<file path="config.mk">
export PLATFORM = sky130hd
export DESIGN_NAME = fip_div_seq
export DESIGN_NICKNAME = d
export VERILOG_FILES = /design/src/rtl/fip_div_seq.sv
export SDC_FILE = /design/constraint.sdc
export NUM_CORES = 1
export LEC_CHECK = 0
export BUFFER_PORTS_ARGS = -buffer_cell sky130_fd_sc_hd__buf_2
export CELL_PAD_IN_SITES_DETAIL_PLACEMENT = 0
export CELL_PAD_IN_SITES_GLOBAL_PLACEMENT = 1
export CORE_MARGIN = 2
export CORE_UTILIZATION = 49
export CTS_CLUSTER_SIZE = 12
export DETAILED_ROUTE_END_ITERATION = 6
export HOLD_SLACK_MARGIN = 0.1
export MAX_ROUTING_LAYER = met4
export PLACE_DENSITY = 0.94
export SYNTH_ARGS = -nofsm -noshare
export SYNTH_HDL_FRONTEND = slang
export SYNTH_SLANG_ARGS = --single-unit
</file>
<file path="constraint.sdc">
create_clock -name i_clk -period 9.44 [get_ports i_clk]
set_input_delay 2.36 -clock i_clk [delete_from_list [all_inputs] [get_ports i_clk]]
set_output_delay 2.36 -clock i_clk [all_outputs]
set_load 0.005 [all_outputs]
</file>
<file path="src/rtl/fip_div_seq.sv">
// Signed QI.F divider, one quotient bit per clock: WIDTH+FRA_BITS+1 clocks accept-to-result (1 on y==0).
// Single operand in flight; o_ready only in IDLE, result held in DONE until i_ready.
module fip_div_seq #(
    parameter int WIDTH    = 32,
    parameter int FRA_BITS = 16,
    parameter int SAT      = 1
) (
    input  logic             i_clk,
    input  logic             i_rst,
    input  logic             i_valid,
    output logic             o_ready,
    input  logic [WIDTH-1:0] i_x,
    input  logic [WIDTH-1:0] i_y,
    output logic             o_valid,
    input  logic             i_ready,
    output logic [WIDTH-1:0] o_z,
    output logic             o_ovf,
    output logic             o_dbz
);

    localparam int N  = WIDTH + FRA_BITS;
    localparam int CW = $clog2(N + 1);
    localparam logic [WIDTH-1:0] MAX_V = {1'b0, {(WIDTH-1){1'b1}}};
    localparam logic [WIDTH-1:0] MIN_V = {1'b1, {(WIDTH-1){1'b0}}};
    localparam logic [CW-1:0]    LAST  = CW'(N - 1);

    typedef enum logic [1:0] {IDLE, CALC, DONE} state_t;

    state_t           state;
    logic             sign;
    logic [WIDTH-1:0] div_mag;
    logic [WIDTH-1:0] rem;
    logic [N-1:0]     dq;
    logic [CW-1:0]    cnt;

    logic [WIDTH-1:0] abs_x;
    logic [WIDTH-1:0] abs_y;
    logic             y_zero;
    logic [WIDTH:0]   rem_sh;
    logic             take;
    logic [WIDTH:0]   rem_nx;
    logic [N-1:0]     q_nx;
    logic [WIDTH-1:0] q_lo;
    logic [WIDTH-1:0] z_wrap;
    logic             ovf_nx;
    logic [WIDTH-1:0] z_nx;

    assign o_ready = (state == IDLE);

    // Magnitudes are taken unsigned, so |MIN| = 2^(WIDTH-1) is representable.
    assign abs_x  = i_x[WIDTH-1] ? -i_x : i_x;
    assign abs_y  = i_y[WIDTH-1] ? -i_y : i_y;
    assign y_zero = (i_y == '0);

    // dq starts as the dividend and fills with quotient bits from the LSB as it shifts out.
    assign rem_sh = {rem, dq[N-1]};
    assign take   = (rem_sh >= {1'b0, div_mag});
    assign rem_nx = take ? (rem_sh - {1'b0, div_mag}) : rem_sh;
    assign q_nx   = {dq[N-2:0], take};

    assign q_lo   = q_nx[WIDTH-1:0];
    assign z_wrap = sign ? -q_lo : q_lo;
    assign ovf_nx = sign ? (q_nx > N'(MIN_V)) : (q_nx > N'(MAX_V));
    assign z_nx   = (ovf_nx && (SAT != 0)) ? (sign ? MIN_V : MAX_V) : z_wrap;

    always_ff @(posedge i_clk or posedge i_rst) begin
        if (i_rst) begin
            state   <= IDLE;
            o_valid <= 1'b0;
            o_z     <= '0;
            o_ovf   <= 1'b0;
            o_dbz   <= 1'b0;
            cnt     <= '0;
            sign    <= 1'b0;
            div_mag <= '0;
            rem     <= '0;
            dq      <= '0;
        end else begin
            case (state)
                IDLE: begin
                    if (i_valid) begin
                        sign    <= i_x[WIDTH-1] ^ i_y[WIDTH-1];
                        div_mag <= abs_y;
                        rem     <= '0;
                        dq      <= N'(abs_x) << FRA_BITS;
                        cnt     <= '0;
                        if (y_zero) begin
                            state   <= DONE;
                            o_valid <= 1'b1;
                            o_dbz   <= 1'b1;
                            o_ovf   <= 1'b1;
                            o_z     <= i_x[WIDTH-1] ? MIN_V : MAX_V;
                        end else begin
                            state <= CALC;
                        end
                    end
                end
                CALC: begin
                    rem <= rem_nx[WIDTH-1:0];
                    dq  <= q_nx;
                    if (cnt == LAST) begin
                        // Last quotient bit lands this edge; the result is formed from it directly.
                        state   <= DONE;
                        cnt     <= '0;
                        o_valid <= 1'b1;
                        o_z     <= z_nx;
                        o_ovf   <= ovf_nx;
                        o_dbz   <= 1'b0;
                    end else begin
                        cnt <= cnt + CW'(1);
                    end
                end
                DONE: begin
                    if (i_ready) begin
                        state   <= IDLE;
                        o_valid <= 1'b0;
                        o_z     <= '0;
                        o_ovf   <= 1'b0;
                        o_dbz   <= 1'b0;
                    end
                end
                default: begin
                    state   <= IDLE;
                    o_valid <= 1'b0;
                end
            endcase
        end
    end

endmodule

</file>
* After elaboration in Yosys (flattened, before gate mapping)
Cells that the tools add are included.
Operators by class: add/sub/neg operators 5, $lt $le $gt $ge 3, equality and inequality tests 7, mux-type cells 34, bitwise logic cells 1, reductions and logical operators 9
Operators with widths (count):
- 32-bit 2-to-1 mux | 12
- 32-bit negator | 3
- 32-bit case mux with 3 select lines | 1
- 48-bit case mux with 2 select lines | 1
- 32-bit case mux with 2 select lines | 1
- 48-bit by 31-bit greater-than comparator with 1-bit output (second input constant) | 1
- 48-bit by 32-bit greater-than comparator with 1-bit output (second input constant) | 1
- 48-bit 2-to-1 mux | 1
- 33-bit by 32-bit >= comparator with 1-bit output | 1
- 32-bit zero test | 1
- 32-bit subtractor | 1
- 6-bit 2-to-1 mux | 2
- 6-bit case mux with 2 select lines | 1
- 1-bit case mux with 3 select lines | 3
- 2-bit 2-to-1 mux | 4
- 1-bit 2-to-1 mux | 7
- 6-bit by 1-bit adder with 6-bit output (second input constant) | 1
- 6-bit == test (second input constant) | 1
- 2-bit inequality test (second input constant) | 3
- 2-bit case mux with 3 select lines | 1
- 5-bit AND reduction | 1
- 2-bit AND reduction | 2
- 4-bit AND reduction | 1
- 3-bit AND reduction | 1
- 7 further kinds | 7
Storage, ports and cells: register bits after elaboration 156, bits of input ports 68, output and inout bits 36, word-level logic and storage cells 69

* Logic depth before layout (Yosys ltp)
word-level depth 6, mapped depth 23, gate-level depth less buffers 19

* Worst setup path after synthesis
OpenSTA, ideal clock, no wires.
path type in2reg, start input port i_y[6], end register o_z[21], setup time 123 ps, arrival 4421 ps, required time 9317 ps, setup slack 4896 ps, stages on the path 10, path buffers 1, path through or4_1 -> nand2b_1 -> nor3_1 -> nand4_1 -> a21oi_2 -> nand2b_1 -> or3_4 -> buf_4 -> o21ai_0 -> a21oi_1
Between the ends: longest elaborated chain between the ends 3
Ends and longest elaborated chain:
- from (decl) | line 13 | input logic [WIDTH-1:0] i_y,
- 32-bit zero test | line 53 | assign y_zero = (i_y == '0);
- 2-bit by 1-bit inequality test with 1-bit output (no source line)
- 5-bit AND reduction (no source line)
- to (signal assigned) | line 92 | o_z <= i_x[WIDTH-1] ? MIN_V : MAX_V;
- to (signal assigned) | line 106 | o_z <= z_nx;
- to (decl) | line 16 | output logic [WIDTH-1:0] o_z,
No other way between the ends. A chain may end at the register's enable or synchronous reset.

* Worst setup path in the final report
start register rem[19], end register o_z[22]
Between the ends: longest elaborated chain between the ends 6, elaborated cells between the ends (all ways) 9, classes of those cells add/sub (1); order compare (3); mux (5)
Ends and longest elaborated chain:
- from (decl) | line 32 | logic [WIDTH-1:0] rem;
- from (signal assigned) | line 99 | rem <= rem_nx[WIDTH-1:0];
- 33-bit by 32-bit >= comparator with 1-bit output (*) | line 57 | assign take = (rem_sh >= {1'b0, div_mag});
- 48-bit by 31-bit greater-than comparator with 1-bit output, or another cell as far along | line 63 | assign ovf_nx = sign ? (q_nx > N'(MIN_V)) : (q_nx > N'(MAX_V));
- 1-bit 2-to-1 mux / 32-bit 2-to-1 mux (equally long branches) | line 63, 62
- 32-bit 2-to-1 mux (*) | line 64 | assign z_nx = (ovf_nx && (SAT != 0)) ? (sign ? MIN_V : MAX_V) : z_wrap;
- 32-bit 2-to-1 mux (*) | line 101 | if (cnt == LAST) begin
- 32-bit case mux with 3 select lines (*) | line 79 | case (state)
Mark *: on every way between the ends. The rest lies on a longest branch, timed or not. The select of a mux whose other input is x is not followed.

==> out/metrics.yaml <==
worst_setup_path:
  worstPathRequired_ns: 9.82
  path_class: "reg2reg"
  path_max_fanout: 38
  end_kind: "flop"
  worstPathArrival_ns: 6.55
  start_kind: "flop"
logic_synthesis:
  synth_warnings: 0
  yosysSeqAreaShare_pct: 37.29
  synth_edf_count: 0
  netlist_area_mm2: 0.01047
  synth_common_cells: "163 x o21ai_0, 156 x dfrtp_1, 153 x nand2_1"
  synthFlopType: "dfrtp_1"
  synth_fp_nets: 1355
  ys_ff_latch: 156
  yosysTopAreaCell: "dfrtp_1"
  synth.most_common_cell: "o21ai_0"
  synth_top_cell_area_share_pct: 37.29
  async_flop_share_pct: 100.0
  synthDistinctLibCells: 85
  yosys-top-cells-area: "dfrtp_1 37%, o21ai_0 7.8%, xor2_1 6.4%"
  synthCells: 1246
  synth.avg_cell_area_um2: 8.402
placed_design:
  portBuffers: 103
  place_congestion: 0.9498
  place_hpwl_mm: 19.22
timing:
  fin_crit_ns: 6.165
  hold_ws_ns: 0.4792
  tightestPinTransition_ns: 1.205
  finalMaxSlewViolations: 0
  finClkSkew_ns: 0.009771
  slew_headroom_pct: 19.35
  finalHoldViolations: 0
  fmax_mhz: 162.2
  finalCritPeriodShare_pct: 65.30
  setup_viol: 0
  rsz0062_at_grt: "false"
  setup_tns_ns: 0
power_and_ir_drop:
  p_comb_share_pct: 51.7
  p_leak_nw: 5.190
  p_sw_share_pct: 46.15
  p_int_w: 0.002036
  p_sw_w: 0.001745
  power_frac_clock_pct: 18.3
  p_per_area_mw_per_mm2: 323.2
  peakVddDrop_mv: 0.1550
  seqPwrFrac_pct: 30.0
clocking:
  ctsHoldBuffers: 0
  cts_setup_buffers: 0
  postCtsResizedCells: 0
  clk_pin_slew_worst_paths_ns: 0.07
  cts_max_level: 4
  cts_buffer_depth: 2
  cts_tree: "done"
  clk_latency_ns: 0.44
  cts_buffers: 17
  cts.sinks: 156
  cts_root_buffer: "clkbuf_16"
cells_and_area:
  diodes: 0
  area.sequential_mm2: 0.003904
  multiInputGateArea_mm2: 0.006088
  nets: 1419
  fillers: 1939
  areaGrowthSynthToFinish_pct: 11.75
  drive_gt1_share_pct: 13.23
global_route:
  antenna_found_initial: 0
  grt_usage_pct: 24.82
  overflow: 0
  grt_max_degree: 80
  grt_pass1_wl_mm: 43.90
  grt_pass1_vias: 8569
detailed_routing:
  firstDrtPassIters: 5
  drt_wl_total_mm: 26.53
  drc: 0
  wl_per_cell_um: 16.60
  vias: 9397
  via_per_inst: 5.880
  ant_nets: 0
  drtIter0Drc: 797
outcome:
  status: "finished clean"
die:
  pin_count: 104
  rows: 53
  die_h_um: 150.2
  start_util_pct: 49.80
  fp.coreArea_mm2: 0.02102
  fp.dieArea_mm2: 0.02255
  die_w_um: 150.2
worst_hold_path:
  hold_class: "reg2reg"
job:
  cap_violations: 0
[final timing paths]
path,start,end,slack (ns),cells after the start
setup / recovery,rem[19],o_z[22],3.28,18
hold / removal,div_mag[10],div_mag[10],0.48,2
setup reg to reg,rem[19],o_z[22],3.28,18
hold reg to reg,div_mag[10],div_mag[10],0.48,2
max in group asynchronous,i_rst,div_mag[14],5.91,3
min in group asynchronous,i_rst,rem[25],2.05,2
[power groups by stage]
stage	Clock [W]	Sequential [W]	Combinational, W
after floorplan	0	0.00108	0.00149
after global placement	0	0.00114	0.00190
after detailed placement	0	0.00114	0.00193
after CTS	0.000700	0.00113	0.00195
after global routing	0.000729	0.00117	0.00221
final	0.000691	0.00113	0.00196
[placed cells by master (no fill, tap or decap), drive strengths merged, types with 7 or more instances in the layout]
cell	n
o41ai	10
or3	12
clkbuf	18
inv	64
nor3	22
nor2	83
nor4	8
xor2	77
a21oi	110
nand2	154
xnor2	22
o31ai	32
dfrtp	156
nand4	10
mux2i	9
nand2b	21
a21o	12
a211oi	8
nand3	26
o21ai	174
nor2b	10
or4	10
a22oi	7
a22o	20
buf	109
o21a	8
ha	40
[stage by stage]
stage / total power (W) / instances / cell area [um^2] / setup slack, ns / util (%)
3_5_place_dp: 0.003079 / 1566 / 11110 / 3.461 / 52.86
5_1_grt: 0.004112 / 1598 / 11700 / 2.784 / 55.65
6_report: 0.003781 / 1598 / 11700 / 3.275 / 55.65
2_1_floorplan: 0.002571 / 1246 / 10470 / 2.873 / -
3_3_place_gp: 0.003035 / 1566 / 11110 / 3.643 / 52.86
4_1_cts: 0.003780 / 1598 / 11700 / 3.383 / 55.65
[per-layer routing]
metal,GRT usage [%],share of wire (%),up-vias
met1,35.43,48,4502
met2,36.78,45,253
met5,-,0,-
li1,-,-,4607
met3,4.364,5.1,35
met4,6.132,1.6,0
[kinds of logic after synthesis]
family                   Yosys count  synth area share, %
AO/OA/AOI/OAI                    434                25.41
AND/OR/NAND/NOR                  386                18.39
flip-flops                       156                37.29
buffers and inverters            120                4.685
XOR/XNOR                          99                8.283
adder cells (fa/ha/maj)           41                4.972
multiplexers                      10               0.9681
[flip-flops by register name (all words and copies together) (netlist names)]
register and cells:
state 2, o_z 32, div_mag 32, dq 48
o_dbz 1, o_valid 1, cnt 6, sign 1
rem 32, o_ovf 1
[area by class of cell]
| class | instances | area share (%) |
|---|---|---|
| clock buffer | 18 | 3.754 |
| clock inverter | 14 | 1.262 |
| inverter | 56 | 1.840 |
| multi-input combinational | 970 | 52.04 |
| sequential | 156 | 33.37 |
| tap | 275 | 2.941 |
| timing repair buffer | 109 | 4.791 |
[critical path: stages (launching register included)]
cell	delay (ns)
dfrtp_1	0.40
ha_1	0.37
a21oi_1	0.25
o21ai_0	0.19
a31o_2	0.27
o21ai_0	0.16
nor4b_2	0.45
nand2_1	0.55
inv_2	0.74
ha_1	0.34
nor4b_1	0.48
nand3_1	0.36
nor3_4	0.34
a31o_1	0.48
nand2_8	0.12
a21oi_2	0.17
o21ai_1	0.09
a21oi_1	0.19
o22a_1	0.14
(Power assumes the default switching activity.)
